===== src/rtl/fpmin_argmin_sched_pkg.sv =====
// Shared definitions for the argmin sequencer: float field widths, the
// float less-than helper and the accumulator state encoding.
package fpmin_argmin_sched_pkg;

  localparam int FP_EXP_W = 8;
  localparam int FP_MAN_W = 23;
  localparam int FP_DW    = 1 + FP_EXP_W + FP_MAN_W;

  typedef enum logic [1:0] {
    ST_EMPTY  = 2'd0,
    ST_HAVE   = 2'd1,
    ST_RESULT = 2'd2
  } acc_state_e;

  // Sign/magnitude less-than; both zeros compare equal regardless of sign.
  function automatic logic fp_lt(input logic [FP_DW-1:0] a, input logic [FP_DW-1:0] b);
    logic [FP_DW-2:0] mag_a;
    logic [FP_DW-2:0] mag_b;
    logic             lt;
    mag_a = a[FP_DW-2:0];
    mag_b = b[FP_DW-2:0];
    if ((mag_a == '0) && (mag_b == '0)) begin
      lt = 1'b0;
    end else if (a[FP_DW-1] != b[FP_DW-1]) begin
      lt = a[FP_DW-1];
    end else if (a[FP_DW-1]) begin
      lt = (mag_a > mag_b);
    end else begin
      lt = (mag_a < mag_b);
    end
    return lt;
  endfunction

endpackage


===== src/rtl/fpmin_argmin_sched_tree.sv =====
// Pipelined min tree: one registered compare per level, lane index carried
// along with the value. Ties resolve to the lower lane.
module fpmin_argmin_sched_tree
  import fpmin_argmin_sched_pkg::*;
#(
  parameter int DW = 32,
  parameter int TW = 8,
  parameter int IW = 3
) (
  input  logic             clk,
  input  logic             rst,
  input  logic             ena,
  input  logic [TW*DW-1:0] xd,
  output logic [DW-1:0]    md,
  output logic [IW-1:0]    mi
);

  // Heap layout: node n has children 2n (lower lanes) and 2n+1; leaves at TW..2TW-1.
  logic [DW-1:0] cand_val_s [1:2*TW-1];
  logic [IW-1:0] cand_idx_s [1:2*TW-1];
  logic [DW-1:0] node_val_r [1:TW-1];
  logic [IW-1:0] node_idx_r [1:TW-1];

  for (genvar k = 0; k < TW; k++) begin : g_leaf
    assign cand_val_s[TW+k] = xd[k*DW +: DW];
    assign cand_idx_s[TW+k] = IW'(k);
  end

  for (genvar n = 1; n < TW; n++) begin : g_node
    assign cand_val_s[n] = node_val_r[n];
    assign cand_idx_s[n] = node_idx_r[n];

    // Right child wins only when strictly smaller.
    always_ff @(posedge clk or negedge rst) begin
      if (!rst) begin
        node_val_r[n] <= '0;
        node_idx_r[n] <= '0;
      end else if (ena) begin
        if (fp_lt(cand_val_s[2*n+1], cand_val_s[2*n])) begin
          node_val_r[n] <= cand_val_s[2*n+1];
          node_idx_r[n] <= cand_idx_s[2*n+1];
        end else begin
          node_val_r[n] <= cand_val_s[2*n];
          node_idx_r[n] <= cand_idx_s[2*n];
        end
      end
    end
  end

  assign md = node_val_r[1];
  assign mi = node_idx_r[1];

endmodule


===== src/rtl/fpmin_argmin_sched.sv =====
// Argmin sequencer: feeds beats into the min tree, tags them with batch/last,
// and folds tree outputs into a per-query global minimum with valid/ready out.
module fpmin_argmin_sched
  import fpmin_argmin_sched_pkg::*;
#(
  parameter int DW = 32,
  parameter int TW = 8,
  parameter int IW = 3,
  parameter int GW = 16
) (
  input  logic             clk,
  input  logic             rst,
  input  logic             in_valid,
  output logic             in_ready,
  input  logic [TW*DW-1:0] in_data,
  input  logic             in_last,
  output logic             out_valid,
  input  logic             out_ready,
  output logic [GW-1:0]    out_idx,
  output logic [DW-1:0]    out_data,
  output logic             busy,
  output logic             ovf
);

  localparam int BW = GW - IW;

  typedef struct packed {
    logic          vld;
    logic          last;
    logic [BW-1:0] batch;
  } tag_t;

  logic          run_r;
  logic          stall_s;
  logic          ena_s;
  logic          beat_s;
  logic [BW-1:0] batch_r;
  logic          ovf_r;
  tag_t          tag_r [IW];
  logic [IW-1:0] tag_vld_s;
  logic [DW-1:0] root_val_s;
  logic [IW-1:0] root_idx_s;
  logic          exit_vld_s;
  logic          exit_last_s;
  acc_state_e    state_r;
  acc_state_e    next_state_s;
  logic          load_s;
  logic [GW-1:0] acc_idx_r;
  logic [DW-1:0] acc_val_r;

  assign stall_s = (state_r == ST_RESULT) & ~out_ready;
  assign ena_s   = ~stall_s;
  assign in_ready = run_r & ~stall_s;
  assign beat_s  = in_valid & in_ready;

  fpmin_argmin_sched_tree #(.DW(DW), .TW(TW), .IW(IW)) u_tree (
    .clk (clk),
    .rst (rst),
    .ena (ena_s),
    .xd  (in_data),
    .md  (root_val_s),
    .mi  (root_idx_s)
  );

  // Holds in_ready low until the first edge after reset release.
  always_ff @(posedge clk or negedge rst) begin
    if (!rst) begin
      run_r <= 1'b0;
    end else begin
      run_r <= 1'b1;
    end
  end

  // Batch number within the current query; a wrap inside a query is sticky.
  always_ff @(posedge clk or negedge rst) begin
    if (!rst) begin
      batch_r <= '0;
      ovf_r   <= 1'b0;
    end else if (beat_s) begin
      if (in_last) begin
        batch_r <= '0;
      end else begin
        batch_r <= batch_r + BW'(1);
        if (&batch_r) begin
          ovf_r <= 1'b1;
        end
      end
    end
  end

  // Tag stage 0 captures the beat; bubbles enter with vld=0.
  always_ff @(posedge clk or negedge rst) begin
    if (!rst) begin
      tag_r[0] <= '0;
    end else if (ena_s) begin
      tag_r[0] <= '{vld: beat_s, last: in_last, batch: batch_r};
    end
  end

  for (genvar i = 1; i < IW; i++) begin : g_tag
    // Tag shift stays in lockstep with the tree levels.
    always_ff @(posedge clk or negedge rst) begin
      if (!rst) begin
        tag_r[i] <= '0;
      end else if (ena_s) begin
        tag_r[i] <= tag_r[i-1];
      end
    end
  end

  for (genvar i = 0; i < IW; i++) begin : g_vld
    assign tag_vld_s[i] = tag_r[i].vld;
  end

  assign exit_vld_s  = tag_r[IW-1].vld;
  assign exit_last_s = tag_r[IW-1].last;

  // Accumulator next state; a handshake in RESULT processes the exit beat as EMPTY would.
  always_comb begin
    next_state_s = state_r;
    load_s       = 1'b0;
    case (state_r)
      ST_EMPTY: begin
        if (exit_vld_s) begin
          load_s       = 1'b1;
          next_state_s = exit_last_s ? ST_RESULT : ST_HAVE;
        end else begin
          next_state_s = ST_EMPTY;
        end
      end
      ST_HAVE: begin
        if (exit_vld_s) begin
          load_s       = fp_lt(root_val_s, acc_val_r);
          next_state_s = exit_last_s ? ST_RESULT : ST_HAVE;
        end else begin
          next_state_s = ST_HAVE;
        end
      end
      ST_RESULT: begin
        if (!out_ready) begin
          next_state_s = ST_RESULT;
        end else if (exit_vld_s) begin
          load_s       = 1'b1;
          next_state_s = exit_last_s ? ST_RESULT : ST_HAVE;
        end else begin
          next_state_s = ST_EMPTY;
        end
      end
      default: begin
        next_state_s = ST_EMPTY;
      end
    endcase
  end

  // Accumulator state and running minimum pair.
  always_ff @(posedge clk or negedge rst) begin
    if (!rst) begin
      state_r   <= ST_EMPTY;
      acc_idx_r <= '0;
      acc_val_r <= '0;
    end else begin
      state_r <= next_state_s;
      if (load_s) begin
        acc_idx_r <= {tag_r[IW-1].batch, root_idx_s};
        acc_val_r <= root_val_s;
      end
    end
  end

  assign out_valid = (state_r == ST_RESULT);
  assign out_idx   = acc_idx_r;
  assign out_data  = acc_val_r;
  assign busy      = (|tag_vld_s) | (state_r != ST_EMPTY);
  assign ovf       = ovf_r;

endmodule


===== config.mk =====
export PLATFORM = sky130hd
export DESIGN_NAME = fpmin_argmin_sched
export DESIGN_NICKNAME = d
export VERILOG_FILES = /design/src/rtl/fpmin_argmin_sched_pkg.sv /design/src/rtl/fpmin_argmin_sched_tree.sv /design/src/rtl/fpmin_argmin_sched.sv
export SDC_FILE = /design/constraint.sdc
export NUM_CORES = 1
export LEC_CHECK = 0
export CAP_MARGIN = 20
export CORE_MARGIN = 3
export CORE_UTILIZATION = 60
export DETAILED_ROUTE_END_ITERATION = 12
export GPL_TIMING_DRIVEN = 0
export PLACE_DENSITY = 0.86
export SLEW_MARGIN = 20
export SYNTH_ARGS = -nofsm -noshare
export SYNTH_HDL_FRONTEND = slang
export SYNTH_HIERARCHICAL = 1
export SYNTH_SLANG_ARGS = --single-unit

===== constraint.sdc =====
create_clock -name clk -period 6.4 [get_ports clk]
set_input_delay 1.92 -clock clk [delete_from_list [all_inputs] [get_ports clk]]
set_output_delay 1.92 -clock clk [all_outputs]
set_load 0.005 [all_outputs]

==> metrics.md <==
| Metric | Value |
|---|---|
| Count of flip-flops with a built-in enable after synthesis | 0 |
| Final number of max-transition violations | 0 |
| NumNets Final | 3,399 |
| Layout Skew | 0.02268 ns |
| Final antenna-violating net count | 0 |
| Number of ports placed on the die boundary | 313 |
| Number of input and output port buffers inserted | 312 |
| Later-pin clock latency in the skew report | 0.54 ns |
| Leading cell type in the layout, fill and taps excluded | sky130_fd_sc_hd__dfrtp_1 |
| Via count of the first global-routing pass | 22,210 |
| Peak Freq | 0.1757 GHz |
| Cell at the root of the clock tree | sky130_fd_sc_hd__clkbuf_16 |
| Final standard cell utilization of the core | 0.7417 |
| HPWL after detailed placement | 62.15 mm |
| Highest-count cells in the layout ignoring fill and taps | sky130_fd_sc_hd__dfrtp_1, sky130_fd_sc_hd__nand2_1, sky130_fd_sc_hd__clkdlybuf4s50_1, sky130_fd_sc_hd__inv_1, sky130_fd_sc_hd__ha_1 |
| Post-CTS clock slew at the launch and capture registers of the worst setup and hold paths | 0.06 ns |
| Setup-violating endpoint count in the final report | 0 |
| Hold endpoint | tag_r[28] |
| Routed wire length | 77.20 mm |
| Arrival time worst endpoint | 6.10 ns |
| Global-route congestion overflow total | 0 |
| Crit-path leading delay family | buffers and inverters |
| Top Metal Used | met4 |
| Slowest-stage cell, CP | sky130_fd_sc_hd__clkbuf_1 |
| WL/cell | 22.57 um |
| Standard-cell row count | 71 |
| Sequential cell area | 8683 um2 |
| Setup bufs post-CTS | 0 |
| Synth Flop Type | sky130_fd_sc_hd__dfrtp_1 |
| WS Path Type | input port to flip-flop |
| Worst Setup End Kind | flip-flop |
| Width of the die | 201.9 um |
| Number of fillers in the final layout | 2,787 |
| Area of the core | 37,760 um2 |
| Class of the tightest hold or removal check | flip-flop to flip-flop |
| Number of diodes | 0 |
| Final Hold Viols | 0 |
| Drt drc | 0 |
| Tightest hold margin | 0.4644 ns |
| Required time reported for the critical path endpoint | 6.81 ns |
| Distinct cell type count of the synthesized netlist | 68 |
| Total of cells resized after clock tree synthesis | 0 |
| Max-slew headroom at the worst pin | 0.3952 |
| Multi-input logic area | 12,400 um2 |
| GP Congestion | 0.9920 |
| Starting density of the core | 0.6100 |
| Number of clock buffers inserted by TritonCTS | 36 |
| Synth-to-Final Area Change | 21.59% |
| Number of standard cells in the layout, taps in and fillers out | 3,420 |
| Wire length of the first global-routing pass | 121.3 mm |
| Total power | 10.59 mW |
| R2R Setup Slk | 1.66 ns |
| Post-synthesis async set-or-reset flop share | 1.000 |
| Average instance area after synthesis | 9.095 um2 |
| Pin count of the biggest net entering global routing | 107 |
| Sink count of the clock tree | 347 |
| Metal1 wirelength | 31.19 mm |
| Metal3 WL | 6.572 mm |
| Ordered list of cells on the worst path | clkdlybuf4s50_1 -> nor2_1 -> inv_1 -> clkbuf_1 -> buf_1 -> clkbuf_1 -> inv_1 -> clkbuf_1 -> clkbuf_1 -> clkbuf_1 -> nand2_1 -> o311ai_0 |
| Number of buffers on the longest clock path | 3 |
| Startpoint type of the worst setup path | input port |
| Cell count after placement | 3,358 |
| Outcome | completed |
| Overall die area | 40,770 um2 |
| Reg2Reg Depth | 14 |
| Reg2Reg Capture Point | u_tree/md[5] |
| Leading cell types by total area after synthesis | sky130_fd_sc_hd__dfrtp_1, sky130_fd_sc_hd__ha_1, sky130_fd_sc_hd__nand2_1 |
| Minimum period implied by the final worst setup slack | 5.693 ns |
| Setup Slack @ Placement | 0.3223 ns |
| Vertical extent of the die | 201.9 um |
| Total via count after detailed routing | 22,230 |
| Leakage power summed over all cells | 13.16 nW |
| Share of the clock period used by the worst path | 0.8895 |
| Highest ir drop seen on vdd | 0.1937 mV |
| Mapped Nets | 3,046 |
| Hold Path Depth | 2 |
| MaxCap Viol Count | 0 |
| DR pass1 iterations | 8 |
| Clock tree from TritonCTS | yes |
| Avg Vias per Cell | 6.500 |
| Synthesized instance count | 2,532 |
| Crit Path Max Fanout | 10 |
| Sequential fraction of the synthesis area | 0.3771 |
| Post-CTS Hold Fix Bufs | 0 |
| Largest area contributor in the netlist | sky130_fd_sc_hd__dfrtp_1 |
| Register bit count reported by yosys | 347 |
| Total buffers and inverters traversed by the critical path | 9 |
| Fraction of synthesized cell area taken by the top area cell type | 0.3771 |
| Beginning of the worst register-to-register path | state_r[0] |
| # H-tree levels | 2 |
| Routed wl met2 | 36.39 mm |
| PwrDens | 378.0 nW/um2 |
| Setup repair after global routing missed its margin | no |
| Initial DRC Count | 2,242 |
| CP most frequent cell | sky130_fd_sc_hd__clkbuf_1 |
| Stage delay of the slowest cell on the critical path | 0.56 ns |
| Yosys synthesis warning count | 6 |
| Number of antenna violations at the first check in global routing | 0 |
| PnR worst setup slack | 0.7072 ns |
| Slew @ Worst Pin | 0.9017 ns |
| Fraction of layout cells with a size suffix above 1 | 0.06875 |
| Post-synthesis cell area | 23,030 um2 |
| Beginning of the worst hold path | tag_r[28] |
| Overall Global Routing Usage | 0.3704 |
## synth_stat cells, types with 20 or more instances
master and number:
sky130_fd_sc_hd__nand3_1 90, sky130_fd_sc_hd__inv_1 277, sky130_fd_sc_hd__nand4_1 74, sky130_fd_sc_hd__and3_1 36
sky130_fd_sc_hd__buf_4 36, sky130_fd_sc_hd__nor4_1 130, sky130_fd_sc_hd__mux2i_1 38, sky130_fd_sc_hd__mux2_2 20
sky130_fd_sc_hd__o211ai_1 73, sky130_fd_sc_hd__a21oi_1 145, sky130_fd_sc_hd__a22oi_1 32, sky130_fd_sc_hd__a221o_1 33
sky130_fd_sc_hd__o31ai_1 38, sky130_fd_sc_hd__o21ai_0 60, sky130_fd_sc_hd__dfrtp_1 347, sky130_fd_sc_hd__a21o_1 20
sky130_fd_sc_hd__ha_1 253, sky130_fd_sc_hd__nor2_1 91, sky130_fd_sc_hd__clkbuf_1 95, sky130_fd_sc_hd__mux2_4 27
sky130_fd_sc_hd__o221ai_1 92, sky130_fd_sc_hd__nand2_1 331, sky130_fd_sc_hd__o311ai_0 24
## kinds of logic (layout without fill, tap and decap cells)
logic type / count (synthesis) / count (layout) / synth area share
other cells: 1 / 1 / 0.0001628
simple gates: 815 / 815 / 0.1735
mux: 89 / 89 / 0.04596
fa+ha+maj: 253 / 253 / 0.1375
buf+inv: 443 / 820 / 0.08448
flops: 347 / 347 / 0.3771
compound gates: 584 / 584 / 0.1814
## through the flow
step                setup TNS, ns  area, um2
floorplan                       0      23030
global placement         -3716.73      26790
detailed placement              0      26880
CTS                             0      28000
global route                    0      28000
finish                          0      28000
## tightest hold or removal path: cells and delay by family, from the launching register on
| kind | cells | cell delay, ns |
|---|---|---|
| DFF | 1 | 0.34 |
| and+or+nand+nor | 2 | 0.10 |
## where the power goes
part	internal (mW)	total, mW	leakage, nW	switching (mW)
clock	1.15	2.03	0.551	0.877
combinational	2.21	4.84	8.35	2.63
sequential	2.89	3.72	4.25	0.830
total	6.25	10.6	13.2	4.34
## cell type report
class | count | area share
buffer | 166 | 0.03235
multi-input combinational | 1742 | 0.4428
clock buffer | 47 | 0.03584
clock inverter | 15 | 0.004245
sequential | 347 | 0.3101
tap | 511 | 0.02283
timing repair buffer | 315 | 0.1147
inverter | 277 | 0.03713
## flip-flops by register name, indices dropped and copies added (netlist names)
register           flops
out_idx               16
out_data              32
u_tree/mi              3
exit_last_s            1
exit_vld_s             1
u_tree/cand_idx_s     10
u_tree/md             32
tag_r                 43
u_tree/cand_val_s    192
run_r                  1
batch_r               13
ovf                    1
state_r                2
## worst max-delay path by stage
stage | from | end | slack (ns) | cells after the start
final | out_ready | u_tree/md[5] | 0.71 | 12
after CTS | out_ready | in_ready | 0.74 | 5
after global placement | rst | u_tree/cand_val_s[333] | -10.74 | 1
after detailed placement | out_ready | u_tree/md[5] | 0.32 | 12
after global routing | out_ready | u_tree/md[5] | 0.45 | 12
after floorplan | out_ready | in_ready | 1.95 | 3
## per-layer routing
metal	vias to the layer above	global-route usage
met1	10790	0.4925
met2	1147	0.6136
li1	10060	-
met4	0	0.1398
met3	233	0.06024
met5	-	0
No activity file was read; power rests on OpenSTA's default activity.
